File: src/rtl/reset_pkg.sv
// Shared definitions for the reset request block: reset cause codes and FSM encoding.
package reset_pkg;

  localparam logic [1:0] CAUSE_POR  = 2'b00;
  localparam logic [1:0] CAUSE_BTN  = 2'b01;
  localparam logic [1:0] CAUSE_LOCK = 2'b10;

  typedef enum logic [1:0] {
    ST_HOLD = 2'b00,
    ST_WAIT = 2'b01,
    ST_RUN  = 2'b10
  } rst_state_e;

endpackage

File: src/rtl/sync_debounce.sv
// Two-flop synchronizer followed by a debounce filter: the output follows the
// synchronized input only after DEBOUNCE_CYCLES consecutive disagreeing samples.
module sync_debounce #(
  parameter int   DEBOUNCE_CYCLES = 270000,
  parameter logic RST_VAL         = 1'b1
) (
  input  logic clk_i,
  input  logic rst_i,
  input  logic in_i,
  output logic db_o
);

  localparam int CW = $clog2(DEBOUNCE_CYCLES + 1);
  localparam logic [CW-1:0] CNT_LAST = CW'(DEBOUNCE_CYCLES - 1);

  logic          meta_q, sync_q, db_q;
  logic [CW-1:0] cnt_q, cnt_d;
  logic          db_d;

  always_comb begin
    cnt_d = '0;
    db_d  = db_q;
    if (sync_q != db_q) begin
      if (cnt_q == CNT_LAST) begin
        db_d = sync_q;
      end else begin
        cnt_d = cnt_q + 1'b1;
      end
    end
  end

  always_ff @(posedge clk_i or posedge rst_i) begin
    if (rst_i) begin
      meta_q <= RST_VAL;
      sync_q <= RST_VAL;
      db_q   <= RST_VAL;
      cnt_q  <= '0;
    end else begin
      meta_q <= in_i;
      sync_q <= meta_q;
      db_q   <= db_d;
      cnt_q  <= cnt_d;
    end
  end

  assign db_o = db_q;

endmodule

File: src/rtl/reset_request.sv
// Reset request generator: combines debounced push-button and filtered PLL lock,
// enforces a minimum reset pulse and records why the last reset happened.
module reset_request
  import reset_pkg::*;
#(
  parameter int DEBOUNCE_CYCLES = 270000,
  parameter int MIN_PULSE       = 16,
  parameter int LOCK_FILTER     = 1024
) (
  input  logic       clk,
  input  logic       reset_in,
  input  logic       btn_n,
  input  logic       pll_lock,
  output logic       reset_req,
  output logic [1:0] cause
);

  localparam int LW = $clog2(LOCK_FILTER + 1);
  localparam int PW = $clog2(MIN_PULSE + 1);
  localparam logic [LW-1:0] LOCK_MAX   = LW'(LOCK_FILTER);
  localparam logic [LW-1:0] LOCK_LAST  = LW'(LOCK_FILTER - 1);
  localparam logic [PW-1:0] PULSE_LAST = PW'(MIN_PULSE - 1);

  logic          btn_db;
  logic          lock_meta_q, lock_s_q;
  logic [LW-1:0] lock_cnt_q, lock_cnt_d;
  logic          lock_ok_q, lock_ok_d;
  rst_state_e    state_q;
  logic [PW-1:0] pulse_cnt_q;
  logic          req_q;
  logic [1:0]    cause_q;

  sync_debounce #(
    .DEBOUNCE_CYCLES (DEBOUNCE_CYCLES),
    .RST_VAL         (1'b1)
  ) u_btn_db (
    .clk_i (clk),
    .rst_i (reset_in),
    .in_i  (btn_n),
    .db_o  (btn_db)
  );

  // Lock is accepted only after LOCK_FILTER consecutive high samples; any low drops it at once.
  always_comb begin
    lock_cnt_d = lock_cnt_q;
    lock_ok_d  = lock_ok_q;
    if (!lock_s_q) begin
      lock_cnt_d = '0;
      lock_ok_d  = 1'b0;
    end else begin
      if (lock_cnt_q != LOCK_MAX) lock_cnt_d = lock_cnt_q + 1'b1;
      if (lock_cnt_q >= LOCK_LAST) lock_ok_d = 1'b1;
    end
  end

  always_ff @(posedge clk or posedge reset_in) begin
    if (reset_in) begin
      lock_meta_q <= 1'b0;
      lock_s_q    <= 1'b0;
      lock_cnt_q  <= '0;
      lock_ok_q   <= 1'b0;
    end else begin
      lock_meta_q <= pll_lock;
      lock_s_q    <= lock_meta_q;
      lock_cnt_q  <= lock_cnt_d;
      lock_ok_q   <= lock_ok_d;
    end
  end

  always_ff @(posedge clk or posedge reset_in) begin
    if (reset_in) begin
      state_q     <= ST_HOLD;
      pulse_cnt_q <= '0;
      req_q       <= 1'b1;
      cause_q     <= CAUSE_POR;
    end else begin
      case (state_q)
        ST_HOLD: begin
          req_q <= 1'b1;
          if (pulse_cnt_q == PULSE_LAST) begin
            state_q     <= ST_WAIT;
            pulse_cnt_q <= '0;
          end else begin
            pulse_cnt_q <= pulse_cnt_q + 1'b1;
          end
        end
        ST_WAIT: begin
          if (lock_ok_q && btn_db) begin
            state_q <= ST_RUN;
            req_q   <= 1'b0;
          end
        end
        ST_RUN: begin
          // Lock loss takes priority over a simultaneous button press.
          if (!lock_ok_q) begin
            state_q <= ST_HOLD;
            req_q   <= 1'b1;
            cause_q <= CAUSE_LOCK;
          end else if (!btn_db) begin
            state_q <= ST_HOLD;
            req_q   <= 1'b1;
            cause_q <= CAUSE_BTN;
          end
        end
        default: begin
          state_q     <= ST_HOLD;
          pulse_cnt_q <= '0;
          req_q       <= 1'b1;
        end
      endcase
    end
  end

  assign reset_req = req_q;
  assign cause     = cause_q;

endmodule
File: config.mk
export PLATFORM = sky130hd
export DESIGN_NAME = reset_request
export DESIGN_NICKNAME = d
export VERILOG_FILES = /design/src/rtl/reset_pkg.sv /design/src/rtl/sync_debounce.sv /design/src/rtl/reset_request.sv
export SDC_FILE = /design/constraint.sdc
export NUM_CORES = 1
export LEC_CHECK = 0
export BUFFER_PORTS_ARGS = -buffer_cell sky130_fd_sc_hd__buf_4
export CAP_MARGIN = 25
export CORE_MARGIN = 5
export CORE_UTILIZATION = 50
export DETAILED_ROUTE_END_ITERATION = 10
export PLACE_DENSITY = 0.66
export SLEW_MARGIN = 30
export SYNTH_ARGS = -nofsm -noshare
export SYNTH_HDL_FRONTEND = slang
export SYNTH_HIERARCHICAL = 1
export SYNTH_SLANG_ARGS = --single-unit
File: constraint.sdc
create_clock -name clk -period 2.7 [get_ports clk]
set_input_delay 0.135 -clock clk [delete_from_list [all_inputs] [get_ports clk]]
set_output_delay 0.135 -clock clk [all_outputs]
set_load 0.05 [all_outputs]
==> results of run 1 <==
worst max-delay path, cell delays in order (launching register included):
cell and delay [ns]:
dfrtp_1 0.39, ha_1 0.21, nand4b_1 0.21, a221oi_1 0.46
mux2_2 0.38
kinds of logic (layout without fill, tap and decap cells):
| kind of cell | after synthesis | count (layout) | share of synthesized area, % |
|---|---|---|---|
| buffers and inverters | 19 | 32 | 3.39 |
| flip-flops | 46 | 46 | 49.8 |
| adder cells (fa/ha/maj) | 8 | 8 | 4.31 |
| multiplexers | 7 | 7 | 3.18 |
| AO/OA/AOI/OAI | 26 | 26 | 7.27 |
| AND/OR/NAND/NOR | 100 | 100 | 24.9 |
| XOR/XNOR | 19 | 19 | 7.16 |
how the worst max path moves through the flow:
stage                    from        endpoint  cells past startpoint
6_report       pulse_cnt_q[0]      state_q[1]                      4
5_1_grt         lock_cnt_q[0]   lock_cnt_q[0]                      5
4_1_cts         lock_cnt_q[0]   lock_cnt_q[0]                      5
3_5_place_dp    lock_cnt_q[0]   lock_cnt_q[0]                      5
3_3_place_gp   pulse_cnt_q[0]      state_q[1]                      4
2_1_floorplan      state_q[0]  pulse_cnt_q[3]                      5
report_power, final:
part | internal, mW | switching, mW
logic | 0.0165 | 0.0309
clock network | 0.207 | 0.220
registers | 0.700 | 0.0117
total | 0.923 | 0.262
state kept, by name (all words and copies together) (netlist names):
signal,cells
cause,2
lock_meta_q,1
u_btn_db/db_o,1
lock_s_q,1
lock_ok_q,1
u_btn_db/sync_q,1
pulse_cnt_q,5
state_q,2
lock_cnt_q,11
u_btn_db/cnt_q,19
reset_req,1
u_btn_db/meta_q,1
metal layers:
layer	wire length (microns)	part of all wire [%]	global-route usage (%)	vias to the layer above
met4	66	1.7	5.24	0
met3	138	3.5	4.81	6
met2	1710	43	21.4	23
met1	2070	52	20.2	783
met5	0	0	0	-
li1	-	-	-	817
stage by stage:
stage | setup slack (ns) | power, mW | cell area [sq um] | std cells
final | 0.923 | 1.19 | 2530 | 290
after global routing | 0.771 | 1.26 | 2530 | 290
after CTS | 0.915 | 1.21 | 2520 | 289
after detailed placement | 0.940 | 0.771 | 2410 | 279
after global placement | 0.953 | 0.770 | 2410 | 279
after floorplan | 1.04 | 0.757 | 2320 | 225
cell usage after synthesis (2+ instances only):
cell type	n	share of area [%]
dfrtp_1	42	45
nor2_1	24	3.9
nand2_1	16	2.6
nand3_1	16	3.4
inv_1	15	2.4
xnor2_1	14	5.3
a21oi_1	8	1.7
ha_1	8	4.3
o21ai_0	8	1.7
nand4_1	6	1.6
nor4_1	6	1.6
nor3_1	5	1.1
xor2_1	5	1.9
dfstp_2	4	4.5
mux2i_1	4	1.7
o31ai_1	4	1.3
and3_1	3	0.81
clkbuf_1	3	0.48
mux2_2	3	1.5
nand2b_1	2	0.54
nand4b_1	2	0.75
nor2_2	2	0.54
nor2b_1	2	0.54
or3_1	2	0.54
or4_1	2	0.65
final cells by class:
type                    count  share of cell area, %
inverters                  15                   2.22
flip-flops and latches     46                   45.7
multi-input cells         160                   43.0
clock buffers               7                   3.41
well taps                  52                   2.57
clock inverters             1                  0.198
repair buffers              9                   2.96
==> summary.md, run 1 <==
| Metric | Value |
|---|---|
| Remaining max-slew budget at the tightest pin | 48.8% |
| Global-route wire length before repair | 6990 microns |
| Total area of sequential cells | 1160 sq um |
| Clock Sinks | 46 |
| Final routed wirelength across all metal layers | 3980 microns |
| Hold-fix buffers, CTS | 2 |
| Clock-pin transition on the worst setup and hold timing paths | 0.08 ns |
| Number of storage elements in the synthesis netlist | 46 |
| Syn avg cell area | 10.3 sq um |
| Worst Hold Path EP | lock_s_q |
| Status | finished, final reports clean |
| Clock period minus worst slack | 1.78 ns |
| Number of clock buffers inserted by TritonCTS | 5 |
| Final hold viol count | 0 |
| Yosys synthesis warning count | 6 |
| CTS resizes | 0 |
| Cell count after synthesis | 225 |
| Detail Route Antenna Nets | 0 |
| Maxcap violations | 0 |
| Max Freq | 0.563 GHz |
| Most common cell after layout, fill and taps aside | dfrtp_1 |
| DP HPWL | 2780 microns |
| Worst-case register-to-register setup slack | 0.92 ns |
| Required arrival time at the worst endpoint | 2.89 ns |
| Ys flop type | dfrtp_1 |
| Buffers inserted during post-CTS setup optimization | 0 |
| Number of filler cells placed in the layout | 409 |
| Per-cell via count in the routed design | 5.62 |
| Synthesized netlist net count | 237 |
| Overall routing resource usage | 14.6% |
| Layout cells sized above 1 | 13.9% |
| Vias in the first global route | 1501 |
| Die span in x | 78.2 microns |
| Die Area | 6110 sq um |
| Worst Path Class, Setup | reg2reg |
| Total iterations of the first detailed-routing run | 4 |
| Final worst-path cycle share | 65.8% |
| Routed wirelength normalized by instance count | 13.7 microns |
| Fin nets | 249 |
| Final core utilization | 57.0% |
| Count of final max-slew check failures | 0 |
| GRT overflow | 0 |
| Origin of the worst min-delay path | lock_meta_q |
| Maximum root-to-sink buffer count | 2 |
| H-Tree Depth | 2 |
| P_leak | 1.06 nW |
| Die Height | 78.2 microns |
| Cell row count | 24 |
| Reg-to-reg startpoint | pulse_cnt_q[0] |
| Cells on Worst Hold Path | 0 |
| Top-Level Pins | 7 |
| Top library cells by usage in the layout, fill and taps aside | dfrtp_1, nor2_1, nand2_1, nand3_1, xnor2_1 |
| Routability Congestion | 0.824 |
| Setup tns final | 0 ns |
| Layout area overhead | 8.99% |
| Sequential fraction of the synthesis area | 49.8% |
| R2r worst-path depth | 4 |
| Post-Route Hold Slack | 0.353 ns |
| Worst-case vdd ir drop | 0.361 mV |
| Largest net degree at the start of global routing | 25 |
| Largest driver fanout on the critical path | 4 |
| Classification of the worst-slack hold path | reg2reg |
| Crit start category | flip-flop |
| Drt drc | 0 |
| R2r endpoint | state_q[1] |
| Total inserted antenna cells | 0 |
| Number of buffer cells added on primary ports | 6 |
| Number of antenna violations at the first check in global routing | 0 |
| Final setup violating endpoints | 0 |
| Area used by multi-input combinational logic | 1090 sq um |
| Count of different cell masters after synthesis | 44 |
| Area of the placeable core | 4440 sq um |
| Cell area power density | 468 nW/um^2 |
| Vias after detailed routing | 1629 |
| Post-synth EDFFs | 0 |
| Critical Path AT | 1.97 ns |
| Async set-or-reset flop fraction in the synthesized netlist | 100% |
| Critical path endpoint category | flip-flop |
| Cell area after synthesis | 2320 sq um |
| Initial Util | 52.3% |
| RSZ-0062 raised after global routing | no |
| CTS tree | built |
| Worst-margin pin slew | 0.763 ns |
| Clock root buffer | clkbuf_8 |
| Skew final | 0.00366 ns |
| Latest clock arrival within the worst-skew pair | 0.30 ns |
| Iteration-0 DRC Markers | 81 |
(Power assumes the default switching activity.)
==> run 2, diff against run 1 <==
--- a/config.mk
+++ b/config.mk
@@ -5,6 +5,7 @@
 export SDC_FILE = /design/constraint.sdc
 export NUM_CORES = 1
 export LEC_CHECK = 0
+export ABC_AREA = 1
 export BUFFER_PORTS_ARGS = -buffer_cell sky130_fd_sc_hd__buf_4
 export CAP_MARGIN = 25
 export CORE_MARGIN = 5
==> constraint.sdc (replaced) <==
create_clock -name clk -period 1.8 [get_ports clk]
set_input_delay 0.09 -clock clk [delete_from_list [all_inputs] [get_ports clk]]
set_output_delay 0.09 -clock clk [all_outputs]
set_load 0.05 [all_outputs]
==> summary.md, run 2 <==
| Metric | Value |
|---|---|
| Overall routing resource usage | 15.2% (was 14.6%) |
| Remaining max-slew budget at the tightest pin | 67.0% (was 48.8%) |
| Post-synth EDFFs | 0 (unchanged) |
| Status | finished, final reports clean (unchanged) |
| Cell area reported after detailed placement | 2510 sq um (was 2410 sq um) |
| Cell type with the highest aggregate area in the netlist | dfrtp_1 (unchanged) |
| Skew final | 0.00429 ns (was 0.00366 ns) |
| Iteration-0 DRC Markers | 80 (was 81) |
| RSZ-0062 raised after global routing | no (unchanged) |
| Layout cells sized above 1 | 16.1% (was 13.9%) |
| Routed wirelength normalized by instance count | 11.6 microns (was 13.7 microns) |
| Async set-or-reset flop fraction in the synthesized netlist | 100% (unchanged) |
| Total inserted antenna cells | 0 (unchanged) |
| Number of buffer cells added on primary ports | 6 (unchanged) |
| Area fraction of the dominant cell type after synthesis | 43.8% (was 45.2%) |
| Total area of sequential cells | 1160 sq um (unchanged) |
| Critical path origin | u_btn_db/cnt_q[0] (was pulse_cnt_q[0]) |
| Top library cells by usage in the layout, fill and taps aside | nand2_1, nor2_1, dfrtp_1 (was dfrtp_1, nor2_1, nand2_1, nand3_1, xnor2_1) |
| Sequential fraction of the synthesis area | 48.2% (was 49.8%) |
| Layout area overhead | 9.75% (was 8.99%) |
| Vias after detailed routing | 1788 (was 1629) |
| Die Area | 6290 sq um (was 6110 sq um) |
| Die span in x | 79.3 microns (was 78.2 microns) |
| Compound-Gate Fraction of Synth Area | 4.90% (was 7.27%) |
| Per-cell via count in the routed design | 4.99 (was 5.62) |
| Number of clock buffers inserted by TritonCTS | 5 (unchanged) |
| Largest family of logic cells by synthesized area | simple AND/OR/NAND/NOR gates (unchanged) |
| Die Height | 79.3 microns (was 78.2 microns) |
| Clock period minus worst slack | 1.52 ns (was 1.78 ns) |
| Required arrival time at the worst endpoint | 1.97 ns (was 2.89 ns) |
| Mux contribution to synthesized area | 0.417% (was 3.18%) |
| Final routed wirelength across all metal layers | 4160 microns (was 3980 microns) |
| Largest driver fanout on the critical path | 11 (was 4) |
| Critical path endpoint category | flip-flop (unchanged) |
| Crit start category | flip-flop (unchanged) |
| Overall power after layout | 1.78 mW (was 1.19 mW) |
| Largest net degree at the start of global routing | 23 (was 25) |
| Latest clock arrival within the worst-skew pair | 0.29 ns (was 0.30 ns) |
| Cell area after synthesis | 2400 sq um (was 2320 sq um) |
| Most frequent cell after synthesis | nand2_1 (was dfrtp_1) |
| Number of antenna violations at the first check in global routing | 0 (unchanged) |
| Maxcap violations | 0 (unchanged) |
| Critical Path AT | 1.68 ns (was 1.97 ns) |
| Worst-case register-to-register setup slack | 0.28 ns (was 0.92 ns) |
| Cell row count | 25 (was 24) |
| Global-route wire length before repair | 7480 microns (was 6990 microns) |
| Area of the placeable core | 4690 sq um (was 4440 sq um) |
| Worst Path Class, Setup | reg2reg (unchanged) |
| Hold-fix buffers, CTS | 3 (was 2) |
| R2r endpoint | u_btn_db/cnt_q[10] (was state_q[1]) |
| Setup tns final | 0 ns (unchanged) |
| Largest register FFs | 19 (unchanged) |
| Area used by multi-input combinational logic | 1090 sq um (about the same) |
| Count of final max-slew check failures | 0 (unchanged) |
| Detail Route Antenna Nets | 0 (unchanged) |
| H-Tree Depth | 2 (unchanged) |
| R2r worst-path depth | 6 (was 4) |
| Top-Level Pins | 7 (unchanged) |
| Cell area power density | 675 nW/um^2 (was 468 nW/um^2) |
| CTS tree | built (unchanged) |
| P_leak | 1.22 nW (was 1.06 nW) |
| Worst-margin pin slew | 0.494 ns (was 0.763 ns) |
| Ys flop type | dfrtp_1 (unchanged) |
| Synthesized netlist net count | 299 (was 237) |
| Total iterations of the first detailed-routing run | 4 (unchanged) |
| Simple-Gate Fraction of Synth Area | 30.3% (was 24.9%) |
| XOR/XNOR Fraction of Synth Area | 5.47% (was 7.16%) |
| Buffers inserted during post-CTS setup optimization | 0 (unchanged) |
| Synthesized-area fraction occupied by adder cells | 4.17% (was 4.31%) |
| Most instantiated cells after synthesis | nand2_1, nor2_1, dfrtp_1 (was dfrtp_1, nor2_1, nand2_1, nand3_1, inv_1) |
| Clock root buffer | clkbuf_8 (unchanged) |
| Setup ws final | 0.284 ns (was 0.923 ns) |
| Cell count after synthesis | 287 (was 225) |
| Final hold viol count | 0 (unchanged) |
| Main area contributors after synthesis | dfrtp_1, nand2_1, nor2_1 (was dfrtp_1, xnor2_1, dfstp_2) |
| Initial Util | 51.1% (was 52.3%) |
| GRT overflow | 0 (unchanged) |
| DP HPWL | 3180 microns (was 2780 microns) |
| Classification of the worst-slack hold path | reg2reg (unchanged) |
| Max Freq | 0.660 GHz (was 0.563 GHz) |
| Most common cell after layout, fill and taps aside | nand2_1 (was dfrtp_1) |
| CTS resizes | 0 (unchanged) |
| Final std cell area, no fill | 2630 sq um (was 2530 sq um) |
| Final setup violating endpoints | 0 (unchanged) |
| Reg-to-reg startpoint | u_btn_db/cnt_q[0] (was pulse_cnt_q[0]) |
| Vias in the first global route | 1695 (was 1501) |
| Final core utilization | 56.1% (was 57.0%) |
| Final worst-path cycle share | 84.2% (was 65.8%) |
| Yosys synthesis warning count | 6 (unchanged) |
| Syn avg cell area | 8.36 sq um (was 10.3 sq um) |
| Clock-pin transition on the worst setup and hold timing paths | 0.08 ns (about the same) |
| Fin nets | 315 (was 249) |
| Largest registers | u_btn_db/cnt_q x19, lock_cnt_q x11, pulse_cnt_q x5 (unchanged) |
| Worst-case vdd ir drop | 0.591 mV (was 0.361 mV) |
| Drt drc | 0 (unchanged) |
| Number of storage elements in the synthesis netlist | 46 (unchanged) |
| Maximum root-to-sink buffer count | 2 (unchanged) |
| Pre-CTS setup slack | 0.276 ns (was 0.940 ns) |
| Number of filler cells placed in the layout | 430 (was 409) |
| Count of different cell masters after synthesis | 29 (was 44) |
| Destination of the critical timing path | u_btn_db/cnt_q[10] (was state_q[1]) |
| Routability Congestion | 0.837 (was 0.824) |
| Clock Sinks | 46 (unchanged) |
| Top reg by flops | u_btn_db/cnt_q (unchanged) |
## run 2: through the flow
step                      hold WS, ns  cells
final                           0.359    358
after global routing            0.368    358
after CTS                       0.361    358
after detailed placement        0.168    347
after global placement          0.153    347
after floorplan                0.0770    287
## run 2: logic make-up after synthesis
family,count (synthesis)
compound gates,22
xor+xnor,15
flops,46
mux,1
fa+ha+maj,8
simple gates,156
buf+inv,39
## run 2: where the power goes
group | switching, mW | internal [mW]
clock | 0.325 | 0.310
combinational | 0.0486 | 0.0290
sequential | 0.0149 | 1.05
## run 2: area by class of cell
cell class | instances | share of cell area [%]
clock inverters | 1 | 0.190
inverters | 36 | 5.13
multi-input cells | 202 | 41.2
repair buffers | 12 | 3.71
clock buffers | 7 | 3.28
flip-flops and latches | 46 | 43.9
well taps | 54 | 2.57
## run 2: critical path, stage by stage (launching register included)
cell     delay [ns]
dfrtp_1        0.39
ha_1           0.20
nand3_1        0.13
nor2_1         0.16
nand3_2        0.11
nand2_1        0.31
nor2_1         0.10
## run 2: layer usage
metal  routed length (microns)  global-route usage [%]  vias to the layer above
met4                        24                    4.12                        0
li1                          -                       -                      934
met1                      2050                    20.2                      837
met5                         0                       0                        -
met3                        98                    4.08                        2
met2                      1990                    24.7                       15
## run 2: worst min-delay path by stage
| stage | endpoint | slack, ns | cells past startpoint | from |
|---|---|---|---|---|
| final | u_btn_db/sync_q | 0.36 | 0 | u_btn_db/meta_q |
| after global routing | u_btn_db/sync_q | 0.37 | 0 | u_btn_db/meta_q |
| after CTS | u_btn_db/sync_q | 0.36 | 0 | u_btn_db/meta_q |
| after detailed placement | u_btn_db/cnt_q[16] | 0.17 | 3 | reset_in |
| after global placement | u_btn_db/cnt_q[16] | 0.15 | 3 | reset_in |
| after floorplan | u_btn_db/cnt_q[0] | 0.08 | 1 | reset_in |
